$ cat src/rtl/ram_port_arbiter.sv
// ram_port_arbiter: shares the single RAM1 controller port between instruction
// fetch (IF) and the data-memory stage (DM). Each access holds the controller
// inputs for ACCESS_CYC cycles, then pulses a one-cycle acknowledge to the owner.
// Optional build macro RAM_ARB_ROUND_ROBIN_EN: alternate grants on conflicts
// instead of the default fixed DM-over-IF priority.
module ram_port_arbiter #(
   parameter int ACCESS_CYC = 3
) (
   input  logic        CLK,
   input  logic        RST,
   input  logic        if_req,
   input  logic [15:0] if_addr,
   output logic        if_ack,
   output logic [15:0] if_data,
   input  logic        dm_req,
   input  logic        dm_we,
   input  logic [15:0] dm_addr,
   input  logic [15:0] dm_wdata,
   output logic        dm_ack,
   output logic [15:0] dm_rdata,
   output logic        stall_if,
   output logic        stall_dm,
   output logic [15:0] mc_address,
   output logic [15:0] mc_dataIn,
   output logic [1:0]  mc_memRead,
   output logic [1:0]  mc_memWrite,
   input  logic [15:0] mc_dataOut
);

   typedef enum logic [1:0] {
      ST_IDLE = 2'd0,
      ST_BUSY = 2'd1,
      ST_DONE = 2'd2
   } state_t;

   localparam logic [3:0] LAST_CNT = 4'(ACCESS_CYC - 1);

   state_t      state_q, state_d;
   logic [3:0]  cnt_q, cnt_d;
   logic        gnt_q, gnt_d;          // 0 = IF, 1 = DM; also remembers the last grant
   logic        if_ack_q, if_ack_d;
   logic        dm_ack_q, dm_ack_d;
   logic [15:0] if_data_q, if_data_d;
   logic [15:0] dm_rdata_q, dm_rdata_d;
   logic [15:0] addr_q, addr_d;
   logic [15:0] din_q, din_d;
   logic [1:0]  rd_q, rd_d;
   logic [1:0]  wr_q, wr_d;
   logic        win_dm_s;
   logic        last_s;

   assign last_s = (cnt_q == LAST_CNT);

   // Arbitration: pick DM (1) or IF (0) among the requesters present in IDLE.
   always_comb begin
      win_dm_s = 1'b0;
`ifdef RAM_ARB_ROUND_ROBIN_EN
      if (if_req && dm_req) begin
         win_dm_s = ~gnt_q;
      end else begin
         win_dm_s = dm_req;
      end
`else
      win_dm_s = dm_req;
`endif
   end

   // State register plus all registered outputs, synchronous active-low reset.
   always_ff @(posedge CLK) begin
      if (!RST) begin
         state_q    <= ST_IDLE;
         cnt_q      <= 4'd0;
         gnt_q      <= 1'b0;
         if_ack_q   <= 1'b0;
         dm_ack_q   <= 1'b0;
         if_data_q  <= 16'd0;
         dm_rdata_q <= 16'd0;
         addr_q     <= 16'd0;
         din_q      <= 16'd0;
         rd_q       <= 2'b00;
         wr_q       <= 2'b00;
      end else begin
         state_q    <= state_d;
         cnt_q      <= cnt_d;
         gnt_q      <= gnt_d;
         if_ack_q   <= if_ack_d;
         dm_ack_q   <= dm_ack_d;
         if_data_q  <= if_data_d;
         dm_rdata_q <= dm_rdata_d;
         addr_q     <= addr_d;
         din_q      <= din_d;
         rd_q       <= rd_d;
         wr_q       <= wr_d;
      end
   end

   // Next-state logic: IDLE -> BUSY on any request, BUSY -> DONE after the hold, DONE -> IDLE.
   always_comb begin
      state_d = state_q;
      case (state_q)
         ST_IDLE: begin
            if (if_req || dm_req) begin
               state_d = ST_BUSY;
            end else begin
               state_d = ST_IDLE;
            end
         end
         ST_BUSY: begin
            if (last_s) begin
               state_d = ST_DONE;
            end else begin
               state_d = ST_BUSY;
            end
         end
         ST_DONE: state_d = ST_IDLE;
         default: state_d = ST_IDLE;
      endcase
   end

   // Output/datapath next values: launch the winner's access, hold it, capture read data, ack.
   always_comb begin
      cnt_d      = cnt_q;
      gnt_d      = gnt_q;
      if_ack_d   = 1'b0;
      dm_ack_d   = 1'b0;
      if_data_d  = if_data_q;
      dm_rdata_d = dm_rdata_q;
      addr_d     = addr_q;
      din_d      = din_q;
      rd_d       = rd_q;
      wr_d       = wr_q;
      case (state_q)
         ST_IDLE: begin
            cnt_d = 4'd0;
            if (if_req || dm_req) begin
               gnt_d = win_dm_s;
               if (win_dm_s) begin
                  addr_d = dm_addr;
                  din_d  = dm_wdata;
                  rd_d   = dm_we ? 2'b00 : 2'b01;
                  wr_d   = dm_we ? 2'b01 : 2'b00;
               end else begin
                  addr_d = if_addr;
                  rd_d   = 2'b01;
                  wr_d   = 2'b00;
               end
            end else begin
               rd_d = 2'b00;
               wr_d = 2'b00;
            end
         end
         ST_BUSY: begin
            cnt_d = cnt_q + 4'd1;
            if (last_s) begin
               rd_d     = 2'b00;
               wr_d     = 2'b00;
               if_ack_d = ~gnt_q;
               dm_ack_d = gnt_q;
               // Only reads update the owner's data register; writes leave both untouched.
               if (rd_q == 2'b01) begin
                  if (gnt_q) begin
                     dm_rdata_d = mc_dataOut;
                  end else begin
                     if_data_d = mc_dataOut;
                  end
               end else begin
                  dm_rdata_d = dm_rdata_q;
               end
            end else begin
               rd_d = rd_q;
            end
         end
         ST_DONE: cnt_d = cnt_q;
         default: cnt_d = 4'd0;
      endcase
   end

   assign if_ack      = if_ack_q;
   assign dm_ack      = dm_ack_q;
   assign if_data     = if_data_q;
   assign dm_rdata    = dm_rdata_q;
   assign mc_address  = addr_q;
   assign mc_dataIn   = din_q;
   assign mc_memRead  = rd_q;
   assign mc_memWrite = wr_q;
   assign stall_if    = if_req & ~if_ack_q;
   assign stall_dm    = dm_req & ~dm_ack_q;

endmodule

$ cat config.mk
export PLATFORM = sky130hd
export DESIGN_NAME = ram_port_arbiter
export DESIGN_NICKNAME = d
export VERILOG_FILES = /design/src/rtl/ram_port_arbiter.sv
export SDC_FILE = /design/constraint.sdc
export NUM_CORES = 1
export LEC_CHECK = 0
export ABC_AREA = 0
export CORE_MARGIN = 2
export CORE_UTILIZATION = 45
export DETAILED_ROUTE_END_ITERATION = 8
export PLACE_DENSITY = 0.93
export SYNTH_ARGS = -nofsm -noshare
export SYNTH_HDL_FRONTEND = slang
export SYNTH_SLANG_ARGS = --single-unit
$ cat constraint.sdc
create_clock -name CLK -period 2.6 [get_ports CLK]
set_input_delay 0.52 -clock CLK [delete_from_list [all_inputs] [get_ports CLK]]
set_output_delay 0.52 -clock CLK [all_outputs]
set_load 0.03 [all_outputs]
==> metrics.md <==
| Metric | Value |
|---|---|
| Cell variety after synth | `37` |
| Worst Tran Pin Value | `0.858 ns` |
| Crit path time final | `2.38 ns` |
| Ports | `141` |
| GR Overflow Total | `0` |
| Root buffer cell | `clkbuf_8` |
| First-pass GRT wire length | `12.9 mm` |
| Synth area leaders | `dfxtp_1, mux2i_1, nand2_1, a21oi_1, a211oi_2` |
| RSZ-0062 raised after global routing | `no` |
| Clk buf depth | `2` |
| TritonCTS Sinks | `75` |
| Die W | `87.4 um` |
| DRT iter0 DRCs | `125` |
| Final Max Slew Viols | `0` |
| CTS Buf Count | `9` |
| Yosys reg bits | `75` |
| Max Cap Viol | `0` |
| Final setup violation count | `0` |
| Required @ worst endpoint | `2.08 ns` |
| Cell with the most instances after synthesis | `nand2_1` |
| Layout cells sized above 1 | `8.24%` |
| GRT Total Usage | `21.6%` |
| Initial antenna violation count | `0` |
| Die Y | `87.4 um` |
| DR vias/cell | `5.24` |
| Die ar. | `7630 sq um` |
| Worst Skew | `0.0117 ns` |
| Hpwl dp | `6.39 mm` |
| Endpoints failing hold | `0` |
| RD Place Congestion | `0.769` |
| Largest net degree at the start of global routing | `51` |
| Commonest cells post-synth | `nand2_1, dfxtp_1, mux2i_1` |
| CTS clk-pin slew, worst paths | `0.08 ns` |
| Post-cts sizing count | `0` |
| Initial Utilization | `46.3%` |
| Primary FF master, synth | `dfxtp_1` |
| WS Path Type | `in -> out` |
| Share of the synthesized area in the top cell type | `48.0%` |
| IR drop worst, VDD | `349 uV` |
| N_diodes | `0` |
| Xor/xnor cell area share of the yosys netlist | `0%` |
| Final nets | `527` |
| Vias | `2835` |
| Async SR Flop Fraction | `0%` |
| CTS Hold Bufs | `0` |
| IO Port Bufs | `138` |
| Status | `completed` |
| Synth Cell Area | `3130 sq um` |
| Rows | `30` |
| Yosys warning total | `0` |
| Drt wl/cell | `15.9 um` |
| Data arrival, critical path | `1.86 ns` |
| Simple-Gate Fraction of Synth Area | `15.8%` |
| Area Overhead vs Synth | `48.8%` |
| Vias in the first global route | `2835` |
| Hold Slack | `0.455 ns` |
| Final Cycle Share | `91.6%` |
| ANT nets after route | `0` |
| CP startpoint kind | `input pin` |
| Worst skew pair latency | `0.33 ns` |
| Worst slew margin | `42.8%` |
| Hold crit path type | `reg -> reg` |
| Setup TNS | `0 ns` |
| F_max | `420 MHz` |
| Multiplexer share of the synthesized area | `15.4%` |
| Synth Instances | `326` |
| Power Dens Cells | `547 nW/um^2` |
| Complex-gate fraction of the synthesized area | `13.2%` |
| Average cell area after synthesis | `9.59 sq um` |
| EDFF count, synth | `0` |
| Crit end category | `output pin` |
| Post-synthesis sequential area ratio | `48.0%` |
| Post-Synth Adder-Cell Area | `0.800%` |
| Total Routed Length | `8.62 mm` |
| Largest family of logic cells by synthesized area | `simple AND/OR/NAND/NOR gates` |
| DR pass1 iterations | `4` |
| CP max FO | `3` |
| DRC Markers | `0` |
| Top cell type by total area after synthesis | `dfxtp_1` |
| CTS tree | `built` |
| Leakage power figure | `1.83 nW` |
| # H-tree levels | `3` |
| Setup Buffers After CTS | `0` |
| Core ar. | `6760 sq um` |
-- power breakdown --
part / switching, mW / internal (mW)
clock: 0.421 / 0.402
sequential: 0.0309 / 1.20
combinational: 0.258 / 0.238
total: 0.710 / 1.84
-- area by class of cell --
type / count / area, sq um
fill: 543 / 2100
clock inverter: 3 / 21.3
tap: 80 / 100
inverter: 3 / 11.3
clock buffer: 13 / 159
multi-input combinational: 221 / 1420
timing repair buffer: 146 / 1440
sequential: 75 / 1500
-- worst paths after layout --
check | cells past startpoint | from | to | slack (ns)
max | 3 | if_req | stall_if | 0.22
min | 2 | mc_dataIn[7] | mc_dataIn[7] | 0.46
max reg2reg | 5 | cnt_q[0] | dm_rdata[15] | 0.87
min reg2reg | 2 | mc_dataIn[7] | mc_dataIn[7] | 0.46
-- state kept, by name, indices dropped and copies added, names as in the netlist --
register	cells
cnt_q	4
if_ack	1
gnt_q	1
dm_rdata	16
mc_dataIn	16
if_data	16
mc_address	16
mc_memWrite	1
dm_ack	1
mc_memRead	1
state_q	2
-- cell families (layout without fill, tap and decap cells) --
family	Yosys count	in the layout
other cells	1	2
simple gates	108	108
mux	48	48
buf+inv	31	165
fa+ha+maj	2	2
compound gates	61	61
flops	75	75
-- cell usage in the layout, fill, tap and decap left out, drive strengths merged, types with 2 or more instances in the layout --
cell type      instances
clkbuf                13
or2b                   2
conb                   2
nor3b                  3
and2                   2
mux2i                 48
nand3b                 2
nand2                 84
a211oi                16
clkdlybuf4s50        137
a21oi                 39
ha                     2
buf                    9
nor2b                  4
nor2                   2
inv                    4
nand3                  2
dfxtp                 75
-- metrics by stage --
| stage | instance area, sq um | power, mW | worst slack [ns] | utilization, % | cells |
|---|---|---|---|---|---|
| final | 4650 | 2.55 | 0.219 | 68.9 | 541 |
| after global routing | 4650 | 2.65 | 0.148 | 68.9 | 541 |
| after CTS | 4650 | 2.57 | 0.226 | 68.9 | 541 |
| after detailed placement | 4470 | 1.75 | 0.219 | 66.2 | 525 |
| after global placement | 4470 | 1.73 | 0.267 | 66.2 | 525 |
| after floorplan | 3130 | 1.52 | 0.643 | - | 327 |
-- per-layer routing --
layer	global-route usage, %	vias up	routed length [um]
met1	23.3	1340	3240
li1	-	1364	-
met3	5.02	21	534
met2	39.6	110	4620
met5	0	-	0
met4	9.93	0	223
-- worst max-delay path, stage by stage --
cell and delay, ns:
clkdlybuf4s50_1 0.51, nor2b_1 0.15, clkdlybuf4s50_1 0.69
(Power assumes the default switching activity.)
